[config.mk]
export PLATFORM = sky130hd
export DESIGN_NAME = wb_queue
export DESIGN_NICKNAME = d
export VERILOG_FILES = /design/src/rtl/wb_queue.sv
export SDC_FILE = /design/constraint.sdc
export NUM_CORES = 1
export LEC_CHECK = 0
export ABC_AREA = 1
export CORE_MARGIN = 2
export CORE_UTILIZATION = 45
export CTS_CLUSTER_SIZE = 25
export DETAILED_ROUTE_END_ITERATION = 6
export PLACE_DENSITY_LB_ADDON = 0.08
export SETUP_SLACK_MARGIN = 0.05
export SYNTH_ARGS = -nofsm -noshare
export SYNTH_HDL_FRONTEND = slang
export SYNTH_SLANG_ARGS = --single-unit
[constraint.sdc]
create_clock -name clk -period 7.1 [get_ports clk]
set_clock_uncertainty 0.15 [all_clocks]
set_input_delay 0.71 -clock clk [delete_from_list [all_inputs] [get_ports clk]]
set_output_delay 0.71 -clock clk [all_outputs]
set_load 0.02 [all_outputs]
[src/rtl/wb_queue.sv]
// Writeback staging queue between execute-side result producers and the register file write port.
// Define WBQ_FWD_EN to build the RAW lookup on a1/a2; otherwise hit/fwd outputs are tied to zero.
module wb_queue #(
  parameter int unsigned DEPTH = 4,
  parameter int unsigned XLEN  = 32
) (
  input  logic            clk,
  input  logic            reset,
  input  logic            alu_valid,
  input  logic [4:0]      alu_rd,
  input  logic [XLEN-1:0] alu_data,
  input  logic            md_valid,
  input  logic [4:0]      md_rd,
  input  logic [XLEN-1:0] md_data,
  output logic            in_ready,
  output logic            we3,
  output logic [4:0]      a3,
  output logic [XLEN-1:0] wd3,
  input  logic [4:0]      a1,
  input  logic [4:0]      a2,
  output logic            hit1,
  output logic            hit2,
  output logic [XLEN-1:0] fwd1,
  output logic [XLEN-1:0] fwd2,
  output logic            overflow
);

  localparam int unsigned PW = $clog2(DEPTH);
  localparam int unsigned CW = PW + 1;

  logic [PW-1:0]   head_q, head_d;
  logic [PW-1:0]   tail_q, tail_d;
  logic [CW-1:0]   count_q, count_d;
  logic            overflow_q, overflow_d;
  logic [4:0]      rd_q   [DEPTH];
  logic [4:0]      rd_d   [DEPTH];
  logic [XLEN-1:0] data_q [DEPTH];
  logic [XLEN-1:0] data_d [DEPTH];

  logic            md_acc;
  logic            alu_acc;
  logic            deq;
  logic [PW-1:0]   alu_slot;

  assign in_ready = (count_q <= CW'(DEPTH - 2));
  assign deq      = (count_q != '0);
  assign md_acc   = in_ready && md_valid  && (md_rd  != '0);
  assign alu_acc  = in_ready && alu_valid && (alu_rd != '0);
  // mul/div result takes the tail slot first so it retires ahead of a same-cycle ALU result
  assign alu_slot = md_acc ? tail_q + PW'(1) : tail_q;

  always_comb begin
    rd_d       = rd_q;
    data_d     = data_q;
    overflow_d = overflow_q;
    if (md_acc) begin
      rd_d[tail_q]   = md_rd;
      data_d[tail_q] = md_data;
    end
    if (alu_acc) begin
      rd_d[alu_slot]   = alu_rd;
      data_d[alu_slot] = alu_data;
    end
    if (!in_ready && (md_valid || alu_valid)) begin
      overflow_d = 1'b1;
    end
    tail_d  = tail_q + PW'(md_acc) + PW'(alu_acc);
    head_d  = head_q + PW'(deq);
    count_d = count_q + CW'(md_acc) + CW'(alu_acc) - CW'(deq);
  end

  always_ff @(posedge clk or posedge reset) begin
    if (reset) begin
      head_q     <= '0;
      tail_q     <= '0;
      count_q    <= '0;
      overflow_q <= 1'b0;
    end else begin
      head_q     <= head_d;
      tail_q     <= tail_d;
      count_q    <= count_d;
      overflow_q <= overflow_d;
    end
  end

  // Entry payload needs no reset: validity is defined purely by head/count.
  always_ff @(posedge clk) begin
    rd_q   <= rd_d;
    data_q <= data_d;
  end

  assign we3      = deq;
  assign a3       = deq ? rd_q[head_q]   : '0;
  assign wd3      = deq ? data_q[head_q] : '0;
  assign overflow = overflow_q;

`ifdef WBQ_FWD_EN
  logic [PW-1:0] look_slot;

  // Walk oldest to youngest so the last match left standing is the youngest entry.
  always_comb begin
    hit1      = 1'b0;
    hit2      = 1'b0;
    fwd1      = '0;
    fwd2      = '0;
    look_slot = '0;
    for (int unsigned k = 0; k < DEPTH; k++) begin
      look_slot = head_q + PW'(k);
      if (k < 32'(count_q)) begin
        if ((a1 != '0) && (rd_q[look_slot] == a1)) begin
          hit1 = 1'b1;
          fwd1 = data_q[look_slot];
        end
        if ((a2 != '0) && (rd_q[look_slot] == a2)) begin
          hit2 = 1'b1;
          fwd2 = data_q[look_slot];
        end
      end
    end
  end
`else
  logic unused_lookup;

  assign unused_lookup = ^{a1, a2};
  assign hit1 = 1'b0;
  assign hit2 = 1'b0;
  assign fwd1 = '0;
  assign fwd2 = '0;
`endif

endmodule

==> flow_summary.json, run 1 <==
{
  "syn2layout_area_growth_pct": 12.8,
  "cts.htree.levels": 4,
  "outcome": "finished, final reports clean",
  "vdd_ir_drop_max_uv": 428,
  "antenna_found_initial": 0,
  "critPathBufInv": 4,
  "tritoncts": "done",
  "diodes": 0,
  "nets": 1611,
  "post-route-util": 0.512,
  "root_buffer": "clkbuf_16",
  "start_kind": "input pin",
  "r2r_slack_ns": 3.21,
  "hold_path_startpoint": "overflow$_DFFE_PP0P_",
  "fill_cells": 2281,
  "cap_violations": 0,
  "pin_count": 194,
  "finalCritPeriodShare": 0.581,
  "cts.repair.resized": 0,
  "grt_max_degree": 109,
  "vias": 9777,
  "cp_max_fo": 58,
  "routabilityCongestion": 0.756,
  "clkTransAtPathRegs_ns": 0.07,
  "synthArstFlopShare": 0.0513,
  "final_layout_size_suffix_gt1_frac": 0.0459,
  "worst_pin_slew_ns": 1.06,
  "dr.first_iter.drc_count": 762,
  "pre_cts_ws_ns": 2.58,
  "vias_per_cell": 5.42,
  "worstHoldPathType": "flop to flop",
  "initial_utilization": 0.454,
  "die-width_um": 152,
  "grt_pass1_vias": 8762,
  "routed_wl_um": 30900,
  "dieArea_mm2": 0.0230,
  "hold_viol": 0,
  "io_buffers": 117,
  "netlist_instances": 1491,
  "max_slew_margin": 0.291,
  "cp.required_ns": 7.26,
  "drt.antenna.violating_nets": 0,
  "tns_ns": 0,
  "slew_viol_final": 0,
  "crit_slowest_cell": "nand3_2",
  "r2r-start": "count_q[1]$_DFF_PP0_",
  "fin_crit_ns": 4.12,
  "ys_seq_elements": 156,
  "crit_type": "input pin to flop",
  "rows": 54,
  "ctsHoldBuffers": 0,
  "power_leakage_uw": 0.00512,
  "path_cells": "clkdlybuf4s50_1 -> inv_1 -> nand3_2 -> nand3_2 -> buf_4 -> nor2_4 -> buf_4 -> o21ai_0 -> nand2_1 -> nand2_1",
  "ys_seq_area_frac": 0.322,
  "cts_setup_buffers": 0,
  "routedWlPerCell_um": 17.1,
  "drc": 0,
  "die_y_um": 152,
  "crit_family": "buffers and inverters",
  "firstDrtPassIters": 5,
  "grt_pass1_wl_um": 48100,
  "gr-total-overflow": 0,
  "track_usage": 0.270,
  "critPathMaxStageDelay_ns": 0.74,
  "yosysWarnings": 0,
  "core-area_mm2": 0.0216,
  "synth_edf_count": 0,
  "holdWs_ns": 0.339,
  "synthDistinctLibCells": 32,
  "setup_viol": 0,
  "cts-buffers-inserted": 17,
  "layout_setup_ws_ns": 2.98,
  "powerDensity_mw_per_mm2": 541,
  "synth_area_per_cell_um2": 6.58,
  "clock_latency_ns": 0.43,
  "critPathLaunch": "md_rd[4]",
  "rsz0062_at_grt": "no",
  "fmax_mhz": 243,
  "syn-cell-area_mm2": 0.00982,
  "ys.flop_type": "dfxtp_1",
  "cp-end-kind": "flop",
  "cts_sinks": 156,
  "hpwl_um": 16200,
  "clock_path_buffers": 2,
  "cp_data_arrival_time_ns": 4.28
}
flip-flops by register name (all words and copies together), names as in the netlist:
| name | count |
|---|---|
| count_q | 3 |
| data_q | 128 |
| head_q | 2 |
| overflow | 1 |
| rd_q | 20 |
| tail_q | 2 |
routing by layer:
layer | wire length (um) | track usage
met1 | 13900 | 0.381
met2 | 14300 | 0.434
met3 | 2380 | 0.0320
met4 | 401 | 0.0750
met5 | 0 | 0
where the power goes:
part	leakage [uW]	switching (uW)	total, uW	internal, uW
combinational	0.00350	2390	3530	1150
clock	0.000297	364	941	576
sequential	0.00133	187	1510	1330
total	0.00512	2940	5990	3050
cell families after synthesis:
group,Yosys count,share of synthesized area
simple gates,731,0.335
other cells,1,0.000382
fa+ha+maj,10,0.0150
compound gates,302,0.163
buf+inv,288,0.162
xor+xnor,3,0.00268
flops,156,0.322
synth_stat cells (4+ instances only):
cell type	count	area, um^2
buf_4	77	578
buf_2	52	260
dfrtp_1	8	200
o211ai_1	33	248
nand4_1	152	951
nand2_1	552	2070
ha_1	7	87.6
dfxtp_1	148	2960
a21oi_1	78	390
o21ai_0	169	846
o21ai_1	20	100
nand3_4	4	70.1
nand2_2	4	25.0
nor2_1	6	22.5
nand2_4	5	56.3
buf_6	18	203
clkbuf_1	43	161
inv_1	93	349
cell usage in the layout, fill, tap and decap left out, types with 4 or more instances in the layout:
cell             count
nand3_4              4
inv_2                4
a21oi_1             78
o21ai_0            169
clkdlybuf4s50_1    117
buf_4               13
nand4_1            152
ha_1                 7
nand2_4              5
o21ai_1             20
clkbuf_16           17
clkinv_2             5
dfrtp_1              6
nand2_1            552
nor2_1               5
o211ai_1            33
conb_1              66
nand2_2              4
inv_1               92
dfxtp_1            148
final timing paths:
| path | to | cells past startpoint |
|---|---|---|
| max | data_q[84]$_DFF_P_ | 10 |
| min | overflow$_DFFE_PP0P_ | 1 |
| max reg2reg | data_q[84]$_DFF_P_ | 11 |
| min reg2reg | overflow$_DFFE_PP0P_ | 1 |
| max in group asynchronous | head_q[0]$_DFF_PP0_ | 2 |
| min in group asynchronous | overflow$_DFFE_PP0P_ | 2 |
through the flow:
step                area, um^2  power, uW  std cells
global route             11100       6450       1805
CTS                      11100       5980       1805
floorplan                10100       4100       1556
finish                   11100       5990       1805
global placement         10500       4990       1774
detailed placement       10500       5030       1774
final cells by class:
type | count | area [um^2] | area share
clock buffer | 23 | 478 | 0.0432
clock inverter | 8 | 115 | 0.0104
inverter | 96 | 360 | 0.0325
multi-input combinational | 1112 | 5340 | 0.482
sequential | 156 | 3170 | 0.286
tap | 280 | 350 | 0.0316
timing repair buffer | 130 | 1270 | 0.115
Note: power is estimated with default switching activity, not from simulation.
==> inputs of run 2 (changes only) <==
clock period = 4.1 ns   (was 7.1 ns; I/O delays follow)
==> run 2 against run 1 <==
  * Flip-flop and latch count unchanged
  * Sequential share of layout area down 0.26 points
  * Total power up 75%
  * Routed wire length increased by 0.60%
  * Final cell count grew 0.44%
  * Worst setup slack lost 2.3 ns
  * Global-route usage increased by 0.38 points
  * Non-clock buffer count up 9
  * Sequential power grew 78%
  * Cell area rose by 0.90%
  * Critical path depth is 6 lower
  * Die area stayed put
  * Largest cell class unchanged
  * Highest routed layer unchanged
==> flow_summary.json, run 2 (synthesis results as in run 1) <==
{
  "firstDrtPassIters": 5,
  "worst_pin_slew_ns": 0.835,
  "max_slew_margin": 0.443,
  "r2r-start": "count_q[1]$_DFF_PP0_",
  "routed_wl_um": 31100,
  "antenna_found_initial": 0,
  "cts_sinks": 156,
  "clock_latency_ns": 0.43,
  "outcome": "finished, final reports clean",
  "hold_viol": 0,
  "slew_viol_final": 0,
  "grt_max_degree": 86,
  "setup_viol": 0,
  "final_layout_size_suffix_gt1_frac": 0.0502,
  "largest_register": "data_q",
  "track_usage": 0.274,
  "powerDensity_mw_per_mm2": 935,
  "nets": 1620,
  "routabilityCongestion": 0.790,
  "rsz0062_at_grt": "no",
  "initial_utilization": 0.454,
  "drt.antenna.violating_nets": 0,
  "tritoncts": "done",
  "cp-end-kind": "output pin",
  "worstHoldPathType": "input pin to asynchronous set/reset pin",
  "r2r_slack_ns": 1.16,
  "dieArea_mm2": 0.0230,
  "routedWlPerCell_um": 17.2,
  "regToRegEndpoint": "rd_q[8]$_DFF_P_",
  "fin_crit_ns": 3.37,
  "clkTransAtPathRegs_ns": 0.06,
  "cts.htree.levels": 4,
  "hpwl_um": 17200,
  "place_area_mm2": 0.0106,
  "gr-total-overflow": 0,
  "largest_register_ffs": 128,
  "vias": 9826,
  "vias_per_cell": 5.42,
  "cts.repair.resized": 0,
  "start_kind": "flop",
  "die-width_um": 152,
  "die_y_um": 152,
  "grt_pass1_wl_um": 48700,
  "crit_type": "flop to output pin",
  "cp.required_ns": 3.54,
  "syn2layout_area_growth_pct": 13.8,
  "holdWs_ns": 0.0765,
  "cp_max_fo": 85,
  "io_buffers": 117,
  "finalCritPeriodShare": 0.823,
  "largestRegisters": "data_q: 128 flops, rd_q: 20 flops, count_q: 3 flops",
  "grt_pass1_vias": 8976,
  "fill_cells": 2228,
  "tns_ns": 0,
  "dr.first_iter.drc_count": 734,
  "ctsHoldBuffers": 0,
  "cp_data_arrival_time_ns": 2.81,
  "root_buffer": "clkbuf_16",
  "clock_path_buffers": 2,
  "fmax_mhz": 296,
  "vdd_ir_drop_max_uv": 624,
  "layout_common_cells": "552 x nand2_1, 169 x o21ai_0, 152 x nand4_1",
  "drc": 0,
  "cap_violations": 0,
  "power_leakage_uw": 0.00517,
  "core-area_mm2": 0.0216,
  "final_common_cell": "nand2_1",
  "cts-buffers-inserted": 17,
  "pin_count": 194,
  "cts_setup_buffers": 0,
  "diodes": 0,
  "reg2regPathDepth": 11,
  "rows": 54,
  "stdcell_area_mm2": 0.0112
}
## run 2: cell count changes in the layout (fill, tap and decap cells not counted), sizes merged
cell,change
buf,+9
clkinvlp,+1
clkinv,-1
clkbuf,-1
## run 2: per-layer routing
metal,GRT usage,part of all wire,vias to the layer above
met5,0,0,-
li1,-,-,4869
met3,0.0341,0.072,30
met2,0.455,0.47,376
met4,0.0787,0.011,0
met1,0.373,0.45,4551
## run 2: worst max path at each step
stage                      endpoint  slack [ns]                  from
2_1_floorplan  count_q[1]$_DFF_PP0_        1.25  count_q[2]$_DFF_PP0_
3_3_place_gp        rd_q[7]$_DFF_P_        0.79              md_rd[4]
3_5_place_dp        rd_q[6]$_DFF_P_        0.82              md_rd[4]
4_1_cts                     wd3[30]        0.72   head_q[0]$_DFF_PP0_
5_1_grt                     wd3[28]        0.59   head_q[0]$_DFF_PP0_
6_report                    wd3[30]        0.73   head_q[0]$_DFF_PP0_
## run 2: report_power, final
part / internal, uW / leakage [uW] / switching (uW)
combinational: 2070 / 0.00355 / 4070
clock: 979 / 0.000286 / 639
sequential: 2290 / 0.00133 / 397
## run 2: area by class of cell
cell class / count / area, um^2 / share of cell area
Clock inverter: 8 / 118 / 0.0105
Multi-Input combinational cell: 1112 / 5330 / 0.477
Timing Repair Buffer: 139 / 1390 / 0.124
Inverter: 96 / 360 / 0.0322
Clock buffer: 22 / 464 / 0.0415
Sequential cell: 156 / 3170 / 0.283
Tap cell: 280 / 350 / 0.0313
## run 2: worst max-delay path, stage by stage, from the launching register on
cell and delay, ns:
dfrtp_4 0.82, buf_12 0.40, o211ai_1 0.12, a21oi_1 0.33, clkdlybuf4s50_1 0.67
## run 2: stage by stage
stage,utilization,cells,worst slack [ns],power (uW)
2_1_floorplan,-,1556,1.25,7100
6_report,0.517,1813,0.726,10400
5_1_grt,0.517,1813,0.593,11300
3_3_place_gp,0.490,1783,0.789,8740
3_5_place_dp,0.490,1783,0.819,8790
4_1_cts,0.517,1813,0.723,10400
